===== src/rtl/harmonic_synth_pkg.sv =====
// harmonic_synth_pkg: shared constants, FSM state type and harmonic gain table
// for the additive-synthesis sample engine.
package harmonic_synth_pkg;

    // Default phase modulus: one phase unit is 1/SAMPLERATE of a cycle
    localparam int SAMPLERATE   = 48000;
    localparam int HARMONICS    = 8;
    localparam int LUT_SHIFT    = 5;

    // Quadrant boundaries of the phase circle
    localparam int SR_QUARTER   = SAMPLERATE / 4;
    localparam int SR_HALF      = SAMPLERATE / 2;
    localparam int SR_3QUARTER  = (3 * SAMPLERATE) / 4;

    typedef enum logic [2:0] {
        S_IDLE,
        S_ADDR,
        S_WAIT,
        S_ACC,
        S_OUT
    } state_t;

    // Harmonic weight ~256/k; k=1 capped to fit 8 bits
    function automatic logic [7:0] harmonic_gain(input logic [3:0] k);
        case (k)
            4'd1:    return 8'd255;
            4'd2:    return 8'd128;
            4'd3:    return 8'd85;
            4'd4:    return 8'd64;
            4'd5:    return 8'd51;
            4'd6:    return 8'd43;
            4'd7:    return 8'd37;
            4'd8:    return 8'd32;
            default: return 8'd0;
        endcase
    endfunction

endpackage


===== src/rtl/harmonic_synth_fold.sv =====
// quarter_wave_fold: maps a full-circle phase onto the quarter-wave LUT
// address plus a sign flag for the lower half of the wave. Combinational.
module quarter_wave_fold #(
    parameter int SAMPLERATE = harmonic_synth_pkg::SAMPLERATE,
    parameter int LUT_SHIFT  = harmonic_synth_pkg::LUT_SHIFT
) (
    input  logic [15:0] i_ph,
    output logic [8:0]  o_addr,
    output logic        o_neg
);

    localparam logic [15:0] C_SR   = 16'(SAMPLERATE);
    localparam logic [15:0] C_Q1   = 16'(SAMPLERATE / 4);
    localparam logic [15:0] C_HALF = 16'(SAMPLERATE / 2);
    localparam logic [15:0] C_Q3   = 16'((3 * SAMPLERATE) / 4);

    logic [15:0] w_mag;

    // Mirror falling quadrants back onto the rising quarter wave
    always_comb begin
        w_mag  = i_ph;
        o_neg  = (i_ph >= C_HALF);
        if (i_ph >= C_Q3)
            w_mag = C_SR - i_ph;
        else if (i_ph >= C_HALF)
            w_mag = i_ph - C_HALF;
        else if (i_ph >= C_Q1)
            w_mag = C_HALF - i_ph;
        o_addr = 9'(w_mag >> LUT_SHIFT);
    end

endmodule


===== src/rtl/harmonic_synth.sv =====
// harmonic_synth: per sample tick, advances the fundamental phase and sums
// up to HARMONICS gain-weighted harmonics read through the shared quarter-wave
// LUT, then emits one saturated offset-binary sample with a valid strobe.
// Optional macro HARMONIC_ALIAS_LIMIT_EN stops summing before the next
// harmonic would reach Nyquist.
module harmonic_synth #(
    parameter int SAMPLERATE = harmonic_synth_pkg::SAMPLERATE,
    parameter int HARMONICS  = harmonic_synth_pkg::HARMONICS,
    parameter int LUT_SHIFT  = harmonic_synth_pkg::LUT_SHIFT
) (
    input  logic        i_fpga_clock,
    input  logic        i_reset,
    input  logic        i_start,
    input  logic [15:0] i_frequency,
    output logic [8:0]  o_lut_addr,
    input  logic [15:0] i_lut_value,
    output logic [15:0] o_sample_out,
    output logic        o_sample_valid,
    output logic        o_busy,
    output logic        o_clip,
    output logic        o_overrun
);
    import harmonic_synth_pkg::*;

    localparam logic [16:0] C_SR  = 17'(SAMPLERATE);
    localparam logic [19:0] C_NYQ = 20'(SAMPLERATE / 2);
    localparam logic [3:0]  C_NH  = 4'(HARMONICS);

    state_t             r_state, w_next;
    logic [15:0]        r_phase0, r_p_old, r_ph, r_f;
    logic [19:0]        r_fk;
    logic [3:0]         r_k;
    logic signed [19:0] r_acc;
    logic               r_neg;

    logic [15:0]        w_f_clamped, w_phase_next, w_ph_next, w_term;
    logic [16:0]        w_phase_sum, w_ph_sum;
    logic [19:0]        w_fk_next;
    logic [23:0]        w_prod;
    logic signed [19:0] w_term_ext, w_acc_next;
    logic [15:0]        w_sat;
    logic               w_clip, w_last, w_fold_neg;
    logic [8:0]         w_fold_addr;

    quarter_wave_fold #(
        .SAMPLERATE (SAMPLERATE),
        .LUT_SHIFT  (LUT_SHIFT)
    ) u_fold (
        .i_ph   (r_ph),
        .o_addr (w_fold_addr),
        .o_neg  (w_fold_neg)
    );

    // Phase arithmetic: both sums stay below 2*SR, so one conditional subtract wraps
    assign w_f_clamped  = (i_frequency >= 16'(SAMPLERATE)) ? 16'(SAMPLERATE - 1) : i_frequency;
    assign w_phase_sum  = {1'b0, r_phase0} + {1'b0, w_f_clamped};
    assign w_phase_next = (w_phase_sum >= C_SR) ? 16'(w_phase_sum - C_SR) : w_phase_sum[15:0];
    assign w_ph_sum     = {1'b0, r_ph} + {1'b0, r_p_old};
    assign w_ph_next    = (w_ph_sum >= C_SR) ? 16'(w_ph_sum - C_SR) : w_ph_sum[15:0];
    assign w_fk_next    = r_fk + {4'b0, r_f};

    // Weighted LUT term, signed accumulate
    assign w_prod     = 24'(i_lut_value) * 24'(harmonic_gain(r_k));
    assign w_term     = 16'(w_prod >> 8);
    assign w_term_ext = signed'({4'b0, w_term});
    assign w_acc_next = r_neg ? (r_acc - w_term_ext) : (r_acc + w_term_ext);

`ifdef HARMONIC_ALIAS_LIMIT_EN
    assign w_last = (r_k == C_NH) || (w_fk_next >= C_NYQ);
`else
    assign w_last = (r_k == C_NH);
`endif

    assign o_busy = (r_state != S_IDLE);

    // Clamp the accumulator to the signed 16-bit range
    always_comb begin
        w_sat  = r_acc[15:0];
        w_clip = 1'b0;
        if (r_acc > 20'sd32767) begin
            w_sat  = 16'h7FFF;
            w_clip = 1'b1;
        end else if (r_acc < -20'sd32768) begin
            w_sat  = 16'h8000;
            w_clip = 1'b1;
        end
    end

    // State register
    always_ff @(posedge i_fpga_clock) begin
        if (i_reset)
            r_state <= S_IDLE;
        else
            r_state <= w_next;
    end

    // Next-state: three cycles per harmonic, then one output cycle
    always_comb begin
        w_next = r_state;
        case (r_state)
            S_IDLE:  if (i_start) w_next = S_ADDR;
            S_ADDR:  w_next = S_WAIT;
            S_WAIT:  w_next = S_ACC;
            S_ACC:   w_next = w_last ? S_OUT : S_ADDR;
            S_OUT:   w_next = S_IDLE;
            default: w_next = S_IDLE;
        endcase
    end

    // Datapath and registered outputs
    always_ff @(posedge i_fpga_clock) begin
        if (i_reset) begin
            r_phase0       <= '0;
            r_p_old        <= '0;
            r_ph           <= '0;
            r_f            <= '0;
            r_fk           <= '0;
            r_k            <= '0;
            r_acc          <= '0;
            r_neg          <= 1'b0;
            o_lut_addr     <= '0;
            o_sample_out   <= 16'h8000;
            o_sample_valid <= 1'b0;
            o_clip         <= 1'b0;
            o_overrun      <= 1'b0;
        end else begin
            o_sample_valid <= 1'b0;
            o_clip         <= 1'b0;
            if (i_start && (r_state != S_IDLE))
                o_overrun <= 1'b1;
            case (r_state)
                S_IDLE: if (i_start) begin
                    r_p_old  <= r_phase0;
                    r_phase0 <= w_phase_next;
                    r_ph     <= r_phase0;
                    r_f      <= w_f_clamped;
                    r_fk     <= {4'b0, w_f_clamped};
                    r_k      <= 4'd1;
                    r_acc    <= '0;
                end
                S_ADDR: begin
                    o_lut_addr <= w_fold_addr;
                    r_neg      <= w_fold_neg;
                end
                S_ACC: begin
                    r_acc <= w_acc_next;
                    r_ph  <= w_ph_next;
                    r_fk  <= w_fk_next;
                    r_k   <= r_k + 4'd1;
                end
                S_OUT: begin
                    o_sample_out   <= w_sat ^ 16'h8000;
                    o_clip         <= w_clip;
                    o_sample_valid <= 1'b1;
                end
                default: ;
            endcase
        end
    end

endmodule


===== config.mk =====
export PLATFORM = sky130hd
export DESIGN_NAME = harmonic_synth
export DESIGN_NICKNAME = d
export VERILOG_FILES = /design/src/rtl/harmonic_synth_pkg.sv /design/src/rtl/harmonic_synth_fold.sv /design/src/rtl/harmonic_synth.sv
export SDC_FILE = /design/constraint.sdc
export NUM_CORES = 1
export LEC_CHECK = 0
export ABC_AREA = 0
export CORE_MARGIN = 1.5
export CORE_UTILIZATION = 53
export DETAILED_ROUTE_END_ITERATION = 10
export PLACE_DENSITY = 0.83
export SLEW_MARGIN = 0
export SYNTH_ARGS = -nofsm -noshare
export SYNTH_HDL_FRONTEND = slang
export SYNTH_SLANG_ARGS = --single-unit
export TNS_END_PERCENT = 5

===== constraint.sdc =====
create_clock -name i_fpga_clock -period 8.8 [get_ports i_fpga_clock]
set_input_delay 1.76 -clock i_fpga_clock [delete_from_list [all_inputs] [get_ports i_fpga_clock]]
set_output_delay 1.76 -clock i_fpga_clock [all_outputs]
set_load 0.02 [all_outputs]

* Word level (Yosys, flattened, before mapping)
Memories as Yosys holds them, arrays and structs flattened. A register that Yosys moved wholly into a read port is not among the register bits. Cells that the tools add are included.
Word-level totals: bits in registers 104, ROM bits 128, output and inout port bits 29, word-level logic and storage cells 70, memories kept 1
Memories:
- (name not given) | depth 16, bits a word 8, rd ports 1, clocked after memory_dff 1, wr ports 0, RTL line harmonic_synth_pkg.sv:25 | case (k)
Cells by class: add/sub/neg operators 10, multipliers 1, $lt $le $gt $ge 8, equal/unequal tests 6, multiplexer cells 23, bitwise gates (word level) 2, reductions and logical operators 7
Operators with widths (number):
- $mux 16 | 6
- $mux 14 | 3
- $mux 20 | 2
- $pmux 20 s2 | 1
- $add 16x16->17 | 2
- $ge 17x16->1 const B | 2
- $ge 16x16->1 const B | 2
- $pmux 16 s2 | 1
- $sub 16x16->16 const B | 2
- $mul 16x8->24 | 1
- $add 20x17->20 | 1
- $gt 20x16->1 const B | 1
- $lt 20x16->1 const B | 1
- $sub 20x17->20 | 1
- $ge 16x14->1 const B | 1
- $ge 16x15->1 const B | 1
- $sub 13x14->14 const A | 1
- $sub 14x13->14 const B | 1
- $sub 14x14->14 const A | 1
- $mux 4 | 3
- $pmux 3 s4 | 1
- $pmux 4 s2 | 1
- $eq 3x2->1 const B | 2
- $mux 3 | 2
- 13 further kinds | 17

* Longest topological paths before layout
depth in word-level cells 5, mapped depth 34

* By module
Synthesis repeated with hierarchy kept, for this count alone.
Second synthesis, totals: cells, all modules 1527, area, all modules 12228.0 µm²
By module, submodules not included:
- harmonic_synth | instances 1, cells each 1428, area an instance 11542.3 µm²
- quarter_wave_fold | instances 1, cells each 99, area an instance 685.7 µm²

* Least setup slack after synthesis
OpenSTA, ideal clock, no wires.
path type input -> register, start point input port i_lut_value[1], end point register r_acc[19], data arrival time 8.145 ns, required time 8.678 ns, slack 0.532 ns, stages on the path 30, cell sequence and2_2 > fa_1 > fa_1 > fa_1 > inv_1 > fa_1 > inv_1 > ha_1 > and3_1 > nand3_1 > a211o_1 > a31o_1 > xnor2_1 > nand2b_1 > nor2_1 > nor2b_1 > a21oi_1 > o22ai_1 > xor2_1 > ha_1 > or3_1 > a211oi_1 > nor3_1 > o311ai_0 > o21ai_0 > a21o_1 > a21o_1 > nand3_1 > mux2_4 > nand3_1
Between the ends: cells in the longest elaborated chain, start to end 4, elaborated cells between the ends (all ways) 5, those cells by class add/sub (2); mul (1); mux (2)
RTL lines:
- start, declared | RTL line harmonic_synth.sv:16 | input logic [15:0] i_lut_value,
- $mul 16x8->24 * | RTL line harmonic_synth.sv:63 | assign w_prod = 24'(i_lut_value) * 24'(harmonic_gain(r_k));
- $add 20x17->20 or $sub 20x17->20 (tied branches) | RTL line harmonic_synth.sv:66 | assign w_acc_next = r_neg ? (r_acc - w_term_ext) : (r_acc + w_term_ext);
- $mux 20 * | RTL line harmonic_synth.sv:66
- $pmux 20 s2 * | RTL line harmonic_synth.sv:131 | case (r_state)
- end signal, assigned | RTL line harmonic_synth.sv:146 | r_acc <= w_acc_next;
- end, declared | RTL line harmonic_synth.sv:33 | logic signed [19:0] r_acc;
Every way passes the cells marked *; elsewhere a longest branch is shown, timed or not. A chain may end at the register's enable or synchronous reset.

* Final worst setup path
Ends and elaborated chain as after synthesis.

==> results by group <==
Clocking
  – Sinks on Clock Net: 112
  – Total clock buffers created by CTS: 9
  – CTS Hold Buffers Added: 0
  – Number of H-tree levels: 3
  – Clock transition at the register clock pins on the worst setup and hold paths after CTS: ~80 ps
  – Clock insertion delay at the later pin of the skew report: roughly 370 ps
  – CTS root buf: sky130_fd_sc_hd__clkbuf_16
  – CTS tree: built
  – Maximum number of buffers from clock root to sink: 2

STA
  – Worst Hold Margin: ~450 ps
  – Clock skew after layout: 12.57 ps
  – Transition time of the tightest slew-check pin: around 1200 ps
  – Highest attainable clock frequency: around 0.12 GHz
  – Final setup violation count: 0
  – Max Transition Viols Final: 0
  – Hold Violations, Final: 0
  – Summed negative setup slack over all endpoints: 0 ps
  – Min cycle time layout: between 8000 and 9000 ps
  – RSZ-0062 raised after global routing: true
  – Final Cycle Share: 97.37%
  – Remaining max-slew budget at the tightest pin: 22.28%

Finish
  – Diode insertion count for antenna repair: 0
  – Util after Layout: 63.12%
  – Share of final-layout standard cells stronger than drive strength 1: 10.64%
  – Area overhead of the layout relative to synthesis: 16.45%
  – Net count of the finished layout: 1808
  – Cell area after layout: around 14000 um2

Power and ir drop
  – Switching power summed over all nets: around 2200 uW
  – Relative contribution of the clock network to total power: a little under a tenth
  – Worst ir drop on vdd: 0.2843 mV
  – Lkg Pwr: approximately 0.006 uW
  – Power Internal: 2566 uW
  – Logic gate share of total power: between 70% and 80%
  – Portion of total power attributed to sequential cells: between 10 and 15%
  – Total power per unit cell area: between 300 and 400 nW/um2
  – Net switching fraction of the power: a little under half

Worst hold path
  – Worst min path class: reg -> reg

Global routing
  – Vias in the first global route: roughly 11000
  – GRT Util Overall: about 25%
  – Antenna violations before repair: 0
  – Global-route wire length before repair: between 40000 and 50000 um
  – Maximum number of pins on one net before global-route repair: 64
  – Grt ovf: 0

Worst setup path
  – Required time of the critical path: approximately 9000 ps
  – Data arrival at the endpoint of the critical path: a little under 9000 ps
  – Setup crit start kind: input port
  – Critical Path Max Stage Delay: ~570 ps
  – Critical path start-end classification: in -> reg
  – Critical path endpoint category: register
  – Maximum fanout count along the critical path: 5
  – Master of the slowest instance on the critical path: sky130_fd_sc_hd__fa_1
  – Most frequent CP cell: sky130_fd_sc_hd__fa_1

Synthesis
  – Register area share after synthesis: 18.90%
  – Netlist area before placement: between 10000 and 15000 um2
  – Flip-flop and latch count after synthesis: about 110
  – Main synth FF type: sky130_fd_sc_hd__dfxtp_1
  – YS warnings: 0
  – Number of enable flip-flop cells after synthesis: 0
  – Count of distinct cell types in the synthesized netlist: 81
  – Post-synthesis area per instance: roughly 8 um2
  – Share of flip-flops with an asynchronous set or reset: 0%
  – Synth Instances: 1479
  – Net count of the mapped netlist: 1704

Drt
  – Total Routed Length: roughly 29000 um
  – Number of DRC markers in iteration 0: 662
  – Routed wire length per instance: 15.34 um
  – Count of TritonRoute iterations in the first routing pass: 5
  – Remaining routing DRC violations: 0
  – Antenna viol nets, final: 0
  – Via density per instance: approximately 5.7
  – Overall via count from detail_route: 10720

Placement
  – Buffers on Ports: 63
  – Gp weighted congestion: about 0.95
  – Detailed placer's ending HPWL: between 20000 and 25000 um
  – Post-Place Cell Area: approximately 13000 um2

Job
  – Max-capacitance violation count: 0

Floorplanning
  – Area of the die: approximately 23000 um2
  – Top Ports: 64
  – Starting Density: between 50 and 60%
  – Horizontal die dimension: around 150 um
  – Number of standard-cell rows in the floorplan: 54
  – Placeable core area: 21890 um2
  – Die height: roughly 150 um

Outcome
  – Outcome: finished, final reports clean
## Yosys cell counts, types with 7 or more instances
library cell / count / area, um2
sky130_fd_sc_hd__nand2_1: 179 / 671.9
sky130_fd_sc_hd__inv_1: 126 / 473.0
sky130_fd_sc_hd__a21oi_1: 125 / 625.6
sky130_fd_sc_hd__dfxtp_1: 112 / 2242
sky130_fd_sc_hd__and2_1: 105 / 656.9
sky130_fd_sc_hd__ha_1: 104 / 1301
sky130_fd_sc_hd__nor2_1: 100 / 375.4
sky130_fd_sc_hd__fa_1: 86 / 1722
sky130_fd_sc_hd__xnor2_1: 55 / 481.7
sky130_fd_sc_hd__clkbuf_1: 47 / 176.4
sky130_fd_sc_hd__o21ai_0: 40 / 200.2
sky130_fd_sc_hd__nand3_1: 38 / 190.2
sky130_fd_sc_hd__xor2_1: 28 / 245.2
sky130_fd_sc_hd__nor3_1: 27 / 135.1
sky130_fd_sc_hd__a211oi_1: 26 / 195.2
sky130_fd_sc_hd__nand2b_1: 26 / 162.7
sky130_fd_sc_hd__a31oi_1: 19 / 118.9
sky130_fd_sc_hd__o211ai_1: 18 / 135.1
sky130_fd_sc_hd__a21o_1: 15 / 112.6
sky130_fd_sc_hd__mux2i_1: 14 / 140.1
sky130_fd_sc_hd__and3_1: 12 / 75.07
sky130_fd_sc_hd__buf_1: 12 / 45.04
sky130_fd_sc_hd__nor2b_1: 12 / 75.07
sky130_fd_sc_hd__o21a_1: 9 / 67.56
sky130_fd_sc_hd__or2_2: 8 / 50.05
sky130_fd_sc_hd__a21boi_0: 7 / 52.55
sky130_fd_sc_hd__a311oi_1: 7 / 61.31
sky130_fd_sc_hd__o21bai_1: 7 / 52.55
## final timing paths
path / startpoint / endpoint / slack, ps / cells after the start
worst max register to register: register / r_acc[19]$_SDFFE_PP0P_ / 1400 / 29
worst min register to register: o_sample_out[9]$_SDFFE_PP0P_ / o_sample_out[9]$_SDFFE_PP0P_ / 450 / 2
worst max-delay path: i_lut_value[1] / r_acc[19]$_SDFFE_PP0P_ / 230 / 29
worst min-delay path: o_sample_out[9]$_SDFFE_PP0P_ / o_sample_out[9]$_SDFFE_PP0P_ / 450 / 2
## kinds of logic (layout without fill, tap and decap cells)
logic type      after synthesis  count (layout)  synth area share (%)
simple gates                551             551                 23.17
compound gates              338             338                 18.67
fa+ha+maj                   190             190                 25.48
buf+inv                     187             296                 5.947
flops                       112             112                 18.90
xor+xnor                     86              86                 6.538
mux                          15              15                 1.308
## metal layers
| metal | global-route usage [%] | vias up | wire length, um |
|---|---|---|---|
| li1 | - | 5256 | - |
| met1 | 31.49 | 5145 | 12460 |
| met2 | 43.59 | 260 | 14080 |
| met3 | 3.555 | 63 | 1330 |
| met4 | 8.333 | 0 | 802 |
| met5 | 0 | - | 0 |
## power by group through the flow
stage,Sequential [uW],Combinational (uW),Clock [uW]
floorplan,625,2350,0
global placement,665,3300,0
detailed placement,666,3390,0
CTS,655,3450,455
global route,667,4080,474
finish,658,3640,450
## cell usage in the layout, fill, tap and decap left out, types with 5 or more instances in the layout
cell                                n
sky130_fd_sc_hd__o31ai_1            5
sky130_fd_sc_hd__a31oi_1           19
sky130_fd_sc_hd__buf_4             91
sky130_fd_sc_hd__a21o_1            15
sky130_fd_sc_hd__o21ai_0           36
sky130_fd_sc_hd__xor2_1            28
sky130_fd_sc_hd__o22ai_1            5
sky130_fd_sc_hd__nand3_1           36
sky130_fd_sc_hd__nor2_1            98
sky130_fd_sc_hd__nand2b_1          26
sky130_fd_sc_hd__o211ai_1          18
sky130_fd_sc_hd__and2_2             6
sky130_fd_sc_hd__o21bai_1           7
sky130_fd_sc_hd__inv_1            126
sky130_fd_sc_hd__clkdlybuf4s50_1   59
sky130_fd_sc_hd__fa_1              85
sky130_fd_sc_hd__nand3b_1           5
sky130_fd_sc_hd__a311oi_1           7
sky130_fd_sc_hd__o21a_1             9
sky130_fd_sc_hd__dfxtp_1          112
sky130_fd_sc_hd__clkbuf_16          9
sky130_fd_sc_hd__nor3_1            24
sky130_fd_sc_hd__and3_1            11
sky130_fd_sc_hd__xnor2_1           54
sky130_fd_sc_hd__and2_1           105
sky130_fd_sc_hd__mux2i_1           14
sky130_fd_sc_hd__or3_1              5
sky130_fd_sc_hd__nand2_1          179
sky130_fd_sc_hd__nor2b_1           11
sky130_fd_sc_hd__or2_2              8
sky130_fd_sc_hd__o31a_1             5
sky130_fd_sc_hd__a21oi_1          121
sky130_fd_sc_hd__a21boi_0           7
sky130_fd_sc_hd__ha_1             103
sky130_fd_sc_hd__a211oi_1          24
## flip-flops by register name, summed over array words and instances (netlist names), named ones only
| name | count |
|---|---|
| r_acc | 20 |
| o_sample_out | 16 |
| r_p_old | 16 |
| r_ph | 16 |
| r_phase0 | 16 |
| o_lut_addr | 9 |
| r_k | 4 |
| r_state | 3 |
| o_clip | 1 |
| o_overrun | 1 |
| o_sample_valid | 1 |
| r_neg | 1 |
## timing repair
| action | in CTS | in global routing |
|---|---|---|
| gates resized for setup | 2 | 37 |
| setup endpoints to repair | 1 | 8 |
| pin swaps | 1 | 19 |
| buffers inserted | 0 | 4 |
## per-stage QoR
stage / power [uW] / setup WS (ps) / instances
final: 4751 / 231.3 / 1868
after global routing: 5217 / -145.4 / 1868
after CTS: 4557 / 20.99 / 1864
after detailed placement: 4059 / -486.7 / 1848
after global placement: 3965 / -210.4 / 1848
after floorplan: 2971 / 532.1 / 1479
## final cells by class
class                   count  area [um2]
clock inverters             7       110.1
flip-flops and latches    112        2242
fillers                  1847        8074
clock buffers               9       225.2
repair buffers            153        1311
inverters                 127       476.7
well taps                 280       350.3
multi-input cells        1180        9101
## worst max-delay path: cells and delay by family
family / cells / cell delay, ps
adders and majority gates: 6 / 2780
xor gates and xnor gates: 1 / 210
buffers and inverters: 5 / 860
and+or+nand+nor: 8 / 1430
muxes: 1 / 280
AOI/OAI and AO/OA: 8 / 1540
(Power assumes the default switching activity.)
